$ cat config.mk
export PLATFORM = sky130hd
export DESIGN_NAME = crypto_seq_unit
export DESIGN_NICKNAME = d
export VERILOG_FILES = /design/src/rtl/crypto_seq_unit.sv
export SDC_FILE = /design/constraint.sdc
export NUM_CORES = 2
export LEC_CHECK = 0
export CAP_MARGIN = 15
export CELL_PAD_IN_SITES_DETAIL_PLACEMENT = 0
export CELL_PAD_IN_SITES_GLOBAL_PLACEMENT = 2
export CORE_MARGIN = 1.5
export CORE_UTILIZATION = 43
export DETAILED_ROUTE_END_ITERATION = 7
export PLACE_DENSITY = 0.95
export SYNTH_ARGS = -nofsm -noshare
export SYNTH_HDL_FRONTEND = slang
export SYNTH_SLANG_ARGS = --single-unit
export TNS_END_PERCENT = 5
$ cat constraint.sdc
create_clock -name clk -period 49.9 [get_ports clk]
set_clock_uncertainty 0.1 [all_clocks]
set_input_delay 12.475 -clock clk [delete_from_list [all_inputs] [get_ports clk]]
set_output_delay 12.475 -clock clk [all_outputs]
set_load 0.01 [all_outputs]
$ cat src/rtl/crypto_seq_unit.sv
// Control sequencer for an iterative AES-style datapath, plus a free-running
// two-lane S-box (forward / inverse) register.
module crypto_seq_unit #(
  parameter int unsigned ROUNDS = 2
) (
  input  logic        clk,
  input  logic        rst,
  input  logic        bgn,
  input  logic [1:0]  cript_or_decript,
  output logic [21:0] ctrl,
  output logic [2:0]  counter,
  input  logic [15:0] sbox_in,
  input  logic        sbox_fwd_en,
  input  logic        sbox_inv_en,
  output logic [15:0] sbox_out
);

  localparam logic [2:0] LAST_ROUND = 3'(ROUNDS);

  typedef enum logic [4:0] {
    IDLE, LOAD,
    E_XOR, E_SAVE, E_SUB, E_SHIFT, E_CNT, E_MIX, E_KEY, E_ADD,
    E_OUT, E_DOUT, E_KOUT,
    D_XOR, D_SHIFT, D_SUB, D_CNT, D_KLD, D_KSUB, D_ADD, D_IMIX, D_SAVE,
    D_LSUB, D_LXOR, D_DOUT, D_KOUT,
    DONE
  } state_t;

  state_t     state, nxt;
  logic [1:0] mode;

  function automatic logic [21:0] strobe(input state_t s);
    logic [21:0] r;
    r = '0;
    case (s)
      LOAD:    r[0]  = 1'b1;
      E_XOR:   r[1]  = 1'b1;
      E_SAVE:  r[2]  = 1'b1;
      E_SUB:   r[3]  = 1'b1;
      E_SHIFT: r[4]  = 1'b1;
      E_CNT:   r[5]  = 1'b1;
      D_CNT:   r[5]  = 1'b1;
      E_MIX:   r[6]  = 1'b1;
      E_KEY:   r[7]  = 1'b1;
      E_ADD:   r[8]  = 1'b1;
      D_XOR:   r[9]  = 1'b1;
      D_SAVE:  r[10] = 1'b1;
      D_SHIFT: r[11] = 1'b1;
      D_SUB:   r[12] = 1'b1;
      D_KLD:   r[13] = 1'b1;
      D_KSUB:  r[14] = 1'b1;
      D_ADD:   r[15] = 1'b1;
      D_IMIX:  r[16] = 1'b1;
      D_LSUB:  r[17] = 1'b1;
      D_LXOR:  r[18] = 1'b1;
      E_OUT:   r[19] = 1'b1;
      E_DOUT:  r[20] = 1'b1;
      D_DOUT:  r[20] = 1'b1;
      E_KOUT:  r[21] = 1'b1;
      D_KOUT:  r[21] = 1'b1;
      default: r = '0;
    endcase
    return r;
  endfunction

  always_comb begin
    nxt = state;
    case (state)
      IDLE:    if (bgn && (cript_or_decript == 2'b01 || cript_or_decript == 2'b10)) nxt = LOAD;
      LOAD:    nxt = (mode == 2'b01) ? E_XOR : D_XOR;
      E_XOR:   nxt = E_SAVE;
      E_SAVE:  nxt = E_SUB;
      E_SUB:   nxt = E_SHIFT;
      E_SHIFT: nxt = E_CNT;
      E_CNT:   nxt = E_MIX;
      E_MIX:   nxt = E_KEY;
      E_KEY:   nxt = E_ADD;
      E_ADD:   nxt = (counter != LAST_ROUND) ? E_SAVE : E_OUT;
      E_OUT:   nxt = E_DOUT;
      E_DOUT:  nxt = E_KOUT;
      E_KOUT:  nxt = DONE;
      D_XOR:   nxt = D_SHIFT;
      D_SHIFT: nxt = D_SUB;
      D_SUB:   nxt = D_CNT;
      D_CNT:   nxt = D_KLD;
      D_KLD:   nxt = D_KSUB;
      D_KSUB:  nxt = D_ADD;
      D_ADD:   nxt = D_IMIX;
      D_IMIX:  nxt = D_SAVE;
      D_SAVE:  nxt = (counter != LAST_ROUND) ? D_SHIFT : D_LSUB;
      D_LSUB:  nxt = D_LXOR;
      D_LXOR:  nxt = D_DOUT;
      D_DOUT:  nxt = D_KOUT;
      D_KOUT:  nxt = DONE;
      DONE:    if (!bgn) nxt = IDLE;
      default: nxt = IDLE;
    endcase
  end

  // ctrl is registered from the next state so it always matches the current state.
  always_ff @(posedge clk) begin
    if (!rst) begin
      state   <= IDLE;
      ctrl    <= '0;
      counter <= '0;
      mode    <= '0;
    end else begin
      state <= nxt;
      ctrl  <= strobe(nxt);
      if (state == IDLE && nxt == LOAD) begin
        counter <= '0;
        mode    <= cript_or_decript;
      end else if (ctrl[5] && counter != 3'd7) begin
        counter <= counter + 3'd1;
      end
    end
  end

  function automatic logic [7:0] gf_mul(input logic [7:0] a, input logic [7:0] b);
    logic [7:0] p, aa;
    p  = '0;
    aa = a;
    for (int unsigned i = 0; i < 8; i++) begin
      if (b[i]) p = p ^ aa;
      aa = {aa[6:0], 1'b0} ^ (aa[7] ? 8'h1b : 8'h00);
    end
    return p;
  endfunction

  // a^254 is the multiplicative inverse in GF(2^8), and maps 0 to 0.
  function automatic logic [7:0] gf_inv(input logic [7:0] a);
    logic [7:0] r, p;
    r = 8'h01;
    p = a;
    for (int unsigned i = 1; i < 8; i++) begin
      p = gf_mul(p, p);
      r = gf_mul(r, p);
    end
    return r;
  endfunction

  function automatic logic [7:0] rotl(input logic [7:0] b, input int unsigned n);
    logic [15:0] t;
    t = {b, b} << n;
    return t[15:8];
  endfunction

  function automatic logic [7:0] sub_fwd(input logic [7:0] x);
    logic [7:0] b;
    b = gf_inv(x);
    return b ^ rotl(b, 1) ^ rotl(b, 2) ^ rotl(b, 3) ^ rotl(b, 4) ^ 8'h63;
  endfunction

  function automatic logic [7:0] sub_inv(input logic [7:0] x);
    return gf_inv(rotl(x, 1) ^ rotl(x, 3) ^ rotl(x, 6) ^ 8'h05);
  endfunction

  always_ff @(posedge clk) begin
    if (!rst) begin
      sbox_out <= '0;
    end else if (sbox_fwd_en) begin
      sbox_out <= {sub_fwd(sbox_in[15:8]), sub_fwd(sbox_in[7:0])};
    end else if (sbox_inv_en) begin
      sbox_out <= {sub_inv(sbox_in[15:8]), sub_inv(sbox_in[7:0])};
    end
  end

endmodule

**Yosys cells after proc, flatten, opt, wreduce, memory -nomap -nowiden**

Cells that the tools add are included.

- Flip-flop bits (word level): 48
- Output and inout port bits: 41

- $add $sub $neg: 1
- Equal/unequal tests: 56
- Multiplexer cells: 1956
- Bitwise gates (word level): 773
- Reduce and logical (&&, ||, !) cells: 11

Operator list:

| kind | count |
|---|---|
| $mux W8 | 1534 |
| $xor A8 B8 Y8 | 376 |
| $xor A8 B5 Y8 | 364 |
| $mux W5 | 371 |
| $pmux W5 S26 | 1 |
| $eq A5 B5 Y1 const B | 21 |
| $eq A5 B4 Y1 const B | 16 |
| $eq A5 B3 Y1 const B | 8 |
| $mux W16 | 2 |
| $not A1 Y1 | 29 |
| $mux W7 | 4 |
| $mux W1 | 26 |
| $mux W4 | 6 |
| $mux W6 | 4 |
| $eq A5 B2 Y1 const B | 4 |
| $mux W3 | 4 |
| $eq A5 B1 Y1 const B | 2 |
| $reduce_or A2 Y1 | 5 |
| $mux W2 | 4 |
| $not A4 Y4 | 2 |
| $logic_not A5 Y1 | 1 |
| $eq A2 B1 Y1 const B | 2 |
| $not A2 Y2 | 2 |
| $add A3 B1 Y3 const B | 1 |
| 6 further kinds | 8 |

**Longest topological paths before layout**

- Depth in word-level cells: 314
- Gate-level depth with buffers: 74
- Gate-level depth less buffers: 63

**Worst setup path after synthesis**

Ideal clock, no wire load.

- Path type: input to register
- From: input port sbox_in[8]
- To: register sbox_out[8]
- Arrival: 27.815 ns
- Data required time: 49.735 ns
- Slack: 21.921 ns
- Stages on the path: 67
- Buffers on the path: 11
- Path through: ha_1 > buf_2 > xor2_1 > a211oi_1 > or2_1 > clkbuf_1 > inv_2 > ha_1 > clkbuf_1 > inv_1 > xnor3_1 > and2_1 > mux2_2 > or3_1 > and2_1 > buf_2 > ha_1 > clkbuf_1 > (+31 left out) > a31oi_1 > xnor2_1 > o21ai_1 > a41oi_1 > o22a_1 > or3_1 > a31oi_1 > o31a_1 > o31ai_1 > xor2_1 > nor2_1 > xnor2_2 > xor2_2 > xor2_2 > xnor2_2 > xnor2_1 > mux2_2 > nor2_1

- Longest elaborated chain between the ends: 308

Ends and longest elaborated chain:

| item | line | RTL |
|---|---|---|
| from (decl) | 12 | `input logic [15:0] sbox_in,` |
| $xor A8 B8 Y8 (2 in a row) | 155 | `return gf_inv(rotl(x, 1) ^ rotl(x, 3) ^ rotl(x, 6) ^ 8'h05);` |
| $mux W8 | 124 | `if (b[i]) p = p ^ aa;` |
| $mux W8 | 163 | `end else if (sbox_inv_en) begin` |
| $mux W8 | 161 | `end else if (sbox_fwd_en) begin` |
| $mux W8 | 159 | `if (!rst) begin` |
| $xor A8 B8 Y8 | 124 |  |
| $mux W8 | 124 |  |
| $mux W8 | 163 |  |
| (+291 left out) | n/a |  |
| $mux W8 | 124 |  |
| $mux W8 | 163 |  |
| $mux W8 | 161 |  |
| $mux W8 | 159 |  |
| $xor A8 B8 Y8 | 124 |  |
| $mux W8 | 124 |  |
| $mux W16 | 163 |  |
| $mux W16 * | 161 |  |
| to (signal assigned) | 162 | `sbox_out <= {sub_fwd(sbox_in[15:8]), sub_fwd(sbox_in[7:0])};` |
| to (signal assigned) | 164 | `sbox_out <= {sub_inv(sbox_in[15:8]), sub_inv(sbox_in[7:0])};` |
| to (decl) | 15 | `output logic [15:0] sbox_out` |

Every way passes the cells marked *; elsewhere a longest branch is shown, timed or not. The select of a mux whose other input is x is not followed.
A chain may end at the register's enable or synchronous reset.

**Worst setup path after layout**

Ends and elaborated chain as after synthesis.

==> flow_summary.json <==
{
  "outcome": "finished, final reports clean",
  "fill_cells": 14150,
  "grt_usage_pct": 23.39,
  "clkLatencyLatePin_ns": 0.28,
  "synth_edf_count": 0,
  "crit_type": "primary input to flip-flop",
  "syn_area_per_cell_um2": 7.333,
  "ys_async_sr_fraction_pct": 0,
  "rr_endpoint": "ctrl[5]$_SDFF_PN0_",
  "reg2reg_depth": 8,
  "antennaDiodeCount": 0,
  "grt_setup_unrepaired": "no",
  "cts_resized": 0,
  "fin_area_mm2": 0.06239,
  "avgRoutedWirePerCell_um": 17.51,
  "grt_pass1_vias": 52200,
  "io_buffers": 63,
  "hold_class": "flip-flop to flip-flop",
  "gp_congestion": 0.8553,
  "startpoint_type": "primary input",
  "critical_path.max_fanout": 23,
  "syn_nets": 8251,
  "remaining_drc_errors": 0,
  "crit_path_end_kind": "flip-flop",
  "cp_data_required_time_ns": 50.01,
  "synthDistinctLibCells": 149,
  "holdBufCountCts": 0,
  "fin_setup_tns_ns": 0,
  "ys_ff_latch": 48,
  "synth_cells": 8198,
  "final_core_util_pct": 44.83,
  "layout_common_cells": "xnor2_1, nor2_1, nand2_1",
  "synth_flop_cell": "dfxtp_1",
  "die_w_um": 376.9,
  "die_h_um": 376.9,
  "grt_first_pass_wirelength_um": 283600,
  "synth-seq-area-share_pct": 1.598,
  "synth_area_mm2": 0.06012,
  "fin_cells": 9839,
  "critPathMostFrequentCell": "xnor2_1",
  "cp-startpoint": "sbox_in[8]",
  "place_hpwl_um": 124600,
  "cts_buffers": 5,
  "area_growth_pct": 3.784,
  "max_slew_margin_pct": 22.12,
  "setup_viol": 0,
  "crit_end": "sbox_out[8]$_SDFFE_PN0P_",
  "hold_viol": 0,
  "max_cap_viol_count": 0,
  "cts_setup_buffers": 0,
  "core_mm2": 0.1392,
  "r2r_slack_ns": 47.26,
  "fmax_mhz": 30.98,
  "cts_tree": "done",
  "vias": 55610,
  "grt_max_degree": 41,
  "cpMaxStageDelayCell": "xnor2_1",
  "drtAntennaViolNets": 0,
  "fin_nets": 8015,
  "viasPerCell": 5.651,
  "slowest_delay_ns": 0.94,
  "report.final.slew_viol_count": 0,
  "crit_arrival_ns": 32.39,
  "drt_pass1_iterations": 5,
  "clock_path_buffers": 2,
  "r2r-start": "state[1]$_SDFF_PN0_",
  "hold_path_depth": 2,
  "antenna_found_initial": 0,
  "cts.reportedPaths.clkPinSlew_ns": 0.06,
  "fin_crit_sh_pct": 64.68,
  "layout_commonest_cell": "xnor2_1",
  "layout-drive-gt1-share_pct": 9.883,
  "routed_wl_um": 172300,
  "placedCellCount": 9830,
  "io_pins": 64,
  "fin_crit_ns": 32.28,
  "worstMarginPinSlew_ns": 1.160,
  "cts-root-buf": "clkbuf_16",
  "initial_core_util_pct": 43.19,
  "dpl_cell_area_mm2": 0.06223,
  "cts-htree-levels": 2,
  "rows": 137,
  "yosysWarnings": 0,
  "die-area_mm2": 0.1421,
  "drt_iter0_markers": 4163,
  "clkSinkCount": 48,
  "overflow": 0
}
-- synthesized netlist by cell type, types with 80 or more instances --
| master | n | area [um2] |
|---|---|---|
| a21oi_1 | 461 | 2307 |
| a31oi_1 | 80 | 500.5 |
| buf_2 | 94 | 470.5 |
| clkbuf_1 | 275 | 1032 |
| mux2i_1 | 200 | 2002 |
| nand2_1 | 812 | 3048 |
| nand3_1 | 191 | 955.9 |
| nor2_1 | 1181 | 4433 |
| nor3_1 | 204 | 1021 |
| o21ai_0 | 354 | 1772 |
| o22ai_1 | 138 | 863.3 |
| xnor2_1 | 1742 | 15260 |
| xnor2_2 | 155 | 2521 |
| xnor3_1 | 172 | 3874 |
| xor2_1 | 447 | 3915 |
-- registers in the layout (all words and copies together) (netlist names) --
name and flops:
ctrl 22, sbox_out 16, state 5, counter 3, mode 2
-- per-layer routing --
metal  up-vias  track usage (%)  part of all wire (%)
met5         -                0                     0
met4         0            3.606                   1.3
li1      27640                -                     -
met3       183           0.7157                   3.8
met2      1406            40.35                    48
met1     26380            32.79                    47
-- kinds of logic after synthesis --
logic type / after synthesis / synth area share (%)
multiplexers: 256 / 4.522
AND/OR/NAND/NOR: 2832 / 20.71
buffers and inverters: 664 / 6.283
flip-flops: 48 / 1.598
adder cells (fa/ha/maj): 34 / 0.6910
AO/OA/AOI/OAI: 1713 / 18.50
XOR/XNOR: 2651 / 47.69
-- how the worst min path moves through the flow --
stage / from / to / slack, ns
after global placement: mode[0]$_SDFFE_PN0P_ / mode[0]$_SDFFE_PN0P_ / 0.37
after floorplan: mode[0]$_SDFFE_PN0P_ / mode[0]$_SDFFE_PN0P_ / 0.36
after detailed placement: mode[0]$_SDFFE_PN0P_ / mode[0]$_SDFFE_PN0P_ / 0.39
after CTS: mode[0]$_SDFFE_PN0P_ / mode[0]$_SDFFE_PN0P_ / 0.40
after global routing: mode[0]$_SDFFE_PN0P_ / mode[0]$_SDFFE_PN0P_ / 0.44
final: mode[0]$_SDFFE_PN0P_ / mode[0]$_SDFFE_PN0P_ / 0.41
-- through the flow --
stage                     setup slack, ns  hold WS (ns)
after CTS                           17.90        0.4045
after global placement              18.19        0.3698
after floorplan                     21.92        0.3553
after global routing                15.93        0.4359
after detailed placement            17.69        0.3899
final                               17.62        0.4077
-- final cells by class --
class                           instances  area, um2  area share, %
Multi-Input combinational cell       7486      56020          89.78
Timing Repair Buffer                  311       2487          3.987
Tap cell                             1876       2347          3.762
Sequential cell                        48      960.9          1.540
Inverter                              110      426.7         0.6838
Clock buffer                            6      138.9         0.2226
Clock inverter                          2      15.01        0.02406
-- critical path: cells and delay by family --
kind / cells / cell delay [ns]
compound gates: 20 / 5.20
xor+xnor: 15 / 5.79
fa+ha+maj: 4 / 1.90
buf+inv: 4 / 1.68
mux: 5 / 1.07
simple gates: 15 / 4.22
Power is not shown: default switching activity piles up to over one toggle a cycle in this logic, so the estimate is an artifact.
